$ cat src/rtl/counter_pkg.sv
// Shared types and constants for the counter load arbiter.
package counter_pkg;

  localparam int unsigned DATA_W_DEF = 8;

  localparam logic [DATA_W_DEF-1:0] CNT_MAX = '1;

  typedef enum logic [1:0] {
    IDLE,
    GRANT,
    LOAD,
    ACK
  } ctrl_state_t;

endpackage

$ cat src/rtl/rr_arbiter2.sv
// Two-requester round-robin winner select with a 1-bit priority pointer.
module rr_arbiter2 (
  input  logic       clock,
  input  logic       reset,
  input  logic [1:0] req,
  input  logic       advance,
  input  logic       served,
  output logic       winner_c
);

  logic ptr;

  // Pointer moves to the requester that was not just served.
  always_ff @(posedge clock) begin
    if (reset) begin
      ptr <= 1'b0;
    end else if (advance) begin
      ptr <= ~served;
    end
  end

  // A lone request always wins; the pointer only breaks ties.
  always_comb begin
    winner_c = 1'b0;
    case (req)
      2'b01:   winner_c = 1'b0;
      2'b10:   winner_c = 1'b1;
      2'b11:   winner_c = ptr;
      default: winner_c = 1'b0;
    endcase
  end

endmodule

$ cat src/rtl/counter_load_arbiter.sv
// Arbitrates two load requesters onto a free-running counter and flags
// natural counter wraps.
module counter_load_arbiter
  import counter_pkg::*;
#(
  parameter int unsigned DATA_W = DATA_W_DEF
) (
  input  logic              clock,
  input  logic              reset,
  input  logic [1:0]        req,
  input  logic [DATA_W-1:0] wdata0,
  input  logic [DATA_W-1:0] wdata1,
  output logic [1:0]        gnt,
  output logic [1:0]        done,
  output logic              cnt_we,
  output logic [DATA_W-1:0] cnt_din,
  input  logic [DATA_W-1:0] cnt_value,
  output logic              wrap_irq,
  output logic              wrap_flag,
  input  logic              wrap_clr
);

  localparam logic [DATA_W-1:0] ALL_ONES = {DATA_W{1'b1}};

  ctrl_state_t       state;
  logic              win_idx;
  logic [DATA_W-1:0] data_q;
  logic              winner_c;
  logic [DATA_W-1:0] prev_value;
  logic              prev_we;

  rr_arbiter2 u_arb (
    .clock    (clock),
    .reset    (reset),
    .req      (req),
    .advance  (state == ACK),
    .served   (win_idx),
    .winner_c (winner_c)
  );

  // Load handshake FSM; every output is registered alongside the state.
  always_ff @(posedge clock) begin
    if (reset) begin
      state   <= IDLE;
      win_idx <= 1'b0;
      data_q  <= '0;
      gnt     <= '0;
      done    <= '0;
      cnt_we  <= 1'b0;
      cnt_din <= '0;
    end else begin
      done    <= '0;
      cnt_we  <= 1'b0;
      cnt_din <= '0;
      case (state)
        IDLE: begin
          gnt <= '0;
          if (|req) begin
            state   <= GRANT;
            win_idx <= winner_c;
            gnt     <= winner_c ? 2'b10 : 2'b01;
            data_q  <= winner_c ? wdata1 : wdata0;
          end
        end
        GRANT: begin
          if (req[win_idx]) begin
            state   <= LOAD;
            cnt_we  <= 1'b1;
            cnt_din <= data_q;
          end else begin
            state <= IDLE;
            gnt   <= '0;
          end
        end
        LOAD: begin
          state         <= ACK;
          done[win_idx] <= 1'b1;
        end
        ACK: begin
          state <= IDLE;
          gnt   <= '0;
        end
        default: begin
          state <= IDLE;
          gnt   <= '0;
        end
      endcase
    end
  end

  // Wrap detect: all-ones followed by zero with no load in between.
  always_ff @(posedge clock) begin
    if (reset) begin
      prev_value <= '0;
      prev_we    <= 1'b0;
      wrap_irq   <= 1'b0;
      wrap_flag  <= 1'b0;
    end else begin
      prev_value <= cnt_value;
      prev_we    <= cnt_we;
      wrap_irq   <= (prev_value == ALL_ONES) && (cnt_value == '0) && !prev_we;
      if (wrap_irq) begin
        wrap_flag <= 1'b1;
      end else if (wrap_clr) begin
        wrap_flag <= 1'b0;
      end
    end
  end

endmodule
$ cat config.mk
export PLATFORM = sky130hd
export DESIGN_NAME = counter_load_arbiter
export DESIGN_NICKNAME = d
export VERILOG_FILES = /design/src/rtl/counter_pkg.sv /design/src/rtl/rr_arbiter2.sv /design/src/rtl/counter_load_arbiter.sv
export SDC_FILE = /design/constraint.sdc
export NUM_CORES = 1
export LEC_CHECK = 0
export ABC_AREA = 1
export CORE_AREA = 2 2 61 63
export DETAILED_ROUTE_END_ITERATION = 10
export DIE_AREA = 0 0 63 65
export PLACE_DENSITY_LB_ADDON = 0.12
export RECOVER_POWER = 25
export SLEW_MARGIN = 40
export SYNTH_ARGS = -nofsm -noshare
export SYNTH_HDL_FRONTEND = slang
export SYNTH_SLANG_ARGS = --single-unit
$ cat constraint.sdc
create_clock -name clock -period 0.9 [get_ports clock]
set_input_delay 0.18 -clock clock [delete_from_list [all_inputs] [get_ports clock]]
set_output_delay 0.18 -clock clock [all_outputs]
set_load 0.1 [all_outputs]
==> results.tsv <==
stage	metric	value	unit
yosys	Syn. warnings	0	
finish	final cell count without fillers	288	
clock_tree	CTS max path bufs	2	
critical_path	Setup crit start kind	flop	
critical_path	critical path endpoint category	flop	
yosys	mux share of post-synthesis cell area	0	%
timing	total negative slack	-4.69	ns
yosys	Syn Nets	196	
timing	Hold Fails Final Rpt	0	
global_routing	largest net degree at the start of global routing	12	
floorplanning	Die W	63	um
floorplanning	I/O Pins	44	
hold_path	Hold Crit Start	reset	
route	max layer used	met4	
yosys	Adder-Cell Fraction of Synth Area	0	%
route	Avg WL per Cell	12.1	um
finish	growth of design area from synthesis to finish	84.7	%
route	# DRC	0	
place	Post-DP HPWL	2400	um
timing	Final min period	1.06	ns
global_routing	GRT overflow	0	
timing	Worst Skew	0.00706	ns
place	pre-CTS setup slack	-0.603	ns
finish	Final #Nets	268	
yosys	post-synthesis compound-gate area fraction	5.58	%
timing	period utilization	118	%
place	number of buffers added on ports	43	
yosys	Yosys cell types	18	
critical_path	reg2reg setup slack	-0.16	ns
flow_run	# Max-Cap Violations	0	
route	WL met3	216	um
place	Inst Count DP	273	
power	Max VDD drop	0.921	mV
outcome	failing checks	setup timing	
route	wl on met1	1370	um
critical_path	RR Startpoint	state[0]	
floorplanning	die area	0.00410	mm^2
global_routing	vias in the first global route	1334	
finish	diodes inserted	0	
yosys	sequential share of the synthesized area	55.4	%
hold_path	Hold/Removal Path Class	input pin to flop	
critical_path	Worst EP required	1.18	ns
critical_path	RR Endpoint	cnt_din[1]	
power	overall power	3.69	mW
hold_path	Worst Hold Depth	3	
route	final antenna-violating net count	0	
route	Vias	1347	
critical_path	Worst Path Max Fanout	6	
timing	Setup violations, final	37	
yosys	post-synthesis cell area	0.00130	mm^2
clock_tree	Worst-Skew Late Latency	0.33	ns
yosys	simple-gate share of the synthesized area	28.8	%
outcome	status	finished, violations left	
global_routing	GRT Util Overall	18.3	%
yosys	post-synthesis xor/xnor area fraction	0	%
yosys	syn avg cell area	7.79	um^2
floorplanning	Initial Util	37.2	%
hold_path	end of the worst hold path	prev_we	
critical_path	critical path data arrival time	1.34	ns
route	Initial DRC Count	50	
clock_tree	clock-pin slew on the worst setup and hold paths	0.10	ns
global_routing	first-pass GRT wire length	5660	um
place	gpl congestion	0.830	
timing	FMAX	941	MHz
clock_tree	CTS root buffer	clkbuf_4	
timing	post-route setup slack	-0.163	ns
timing	Fin Hold WS	0.273	ns
clock_tree	CTS tree	yes	
clock_tree	CTS buffer count	5	
route	wirelength, routed	3490	um
yosys	Post-Syn Instances	167	
timing	unrepaired setup endpoints after global routing	yes	
timing	actual slew at the worst max-slew pin	0.398	ns
finish	layout cells sized above 1	40.8	%
global_routing	initial antenna violation count	0	
route	router iterations before antenna repair	4	
critical_path	Setup Crit Path Kind	flop to flop	
floorplanning	die height	65	um
yosys	synthesis-stage register bit count	36	
clock_tree	H-tree levels	2	
floorplanning	row cnt	22	
yosys	largest family of logic cells by synthesized area	simple AND/OR/NAND/NOR gates	
timing	Worst slew margin	73.5	%
floorplanning	Core Area	0.00350	mm^2
clock_tree	# clock sinks	36	
route	routed wl met2	1810	um
route	Avg Vias per Cell	4.68	
timing	max-slew violations	0	
power	leak pwr	1.08	nW
power	Pwr Density	1530	mW/mm^2
critical_path	R2R depth	5	
flip-flops by register name, indices dropped and copies added (netlist names), 2 cells and up, named ones only:
name,flops
cnt_din,8
data_q,8
done,2
gnt,2
prev_value,8
Yosys cell counts:
library cell / number / area share, %
buf_1: 1 / 0.29
a211oi_1: 1 / 0.58
a311oi_1: 1 / 0.67
o21a_1: 1 / 0.58
nand3b_1: 1 / 0.58
nand4_1: 5 / 2.4
inv_1: 32 / 9.2
nor2_1: 28 / 8.1
nand3_1: 14 / 5.4
nand2_1: 33 / 9.5
dfxtp_1: 36 / 55
nand4_4: 1 / 1.6
nor2_4: 1 / 0.87
o21ai_2: 1 / 0.67
buf_2: 1 / 0.38
inv_2: 1 / 0.29
a21oi_1: 8 / 3.1
nor3_1: 1 / 0.38
critical path, cell delays in order, from the launching register on:
cell and delay [ns]:
dfxtp_4 0.39, inv_4 0.05, nor2_4 0.12, nand4_4 0.17
buf_12 0.20, nor2_4 0.07
power breakdown:
group	internal (mW)	leakage [nW]	switching, mW	total, mW
sequential	1.69	0.305	0.0544	1.74
clock	0.582	0.0422	0.513	1.10
combinational	0.392	0.731	0.462	0.854
kinds of logic (layout without fill, tap and decap cells):
| group | Yosys count | count (layout) |
|---|---|---|
| simple gates | 84 | 84 |
| flops | 36 | 36 |
| buf+inv | 35 | 107 |
| compound gates | 12 | 13 |
per-layer routing:
layer  GRT usage, %  vias to the layer above
met5              0                        -
met4           9.44                        0
met3           6.08                       12
met2           32.3                       42
met1           19.4                      632
li1               -                      661
worst max-delay path by stage:
stage / start / endpoint
5_1_grt: state[0] / cnt_din[6]
4_1_cts: gnt[1] / gnt[1]
6_report: state[0] / cnt_din[1]
3_5_place_dp: req[0] / win_idx
2_1_floorplan: state[0] / win_idx
3_3_place_gp: req[0] / win_idx
layout make-up:
type,count,area (um^2)
multi-input cells,97,612
repair buffers,66,777
inverters,33,129
well taps,48,60.1
fillers,303,1090
flip-flops and latches,36,749
clock buffers,6,41.3
clock inverters,2,35.0
timing repair:
item | in CTS | in global routing
hold buffers | 0 | 0
buffers inserted | 6 | 0
gates resized for setup | 26 | 13
endpoints found under the setup margin | 37 | 39
pin swaps | 10 | 2
gates cloned | 1 | 0
per-stage QoR:
stage          util [%]  area (um^2)
2_1_floorplan         -         1370
3_3_place_gp       61.3         2140
4_1_cts            67.5         2360
6_report           68.8         2400
3_5_place_dp       61.3         2140
5_1_grt            68.8         2400
cells in the final DEF, fill, tap and decap left out, types with 5 or more instances in the layout:
cell and instances:
buf_4 19, nor2_1 16, nor2_4 10, nand3_2 6, nand4_1 5, a21oi_1 6
dfxtp_1 17, clkbuf_4 5, inv_1 28, clkdlybuf4s50_1 22, buf_12 16, dfxtp_2 17
nand3_1 8, nand2_1 28
Power figures use the tool's default switching activity.
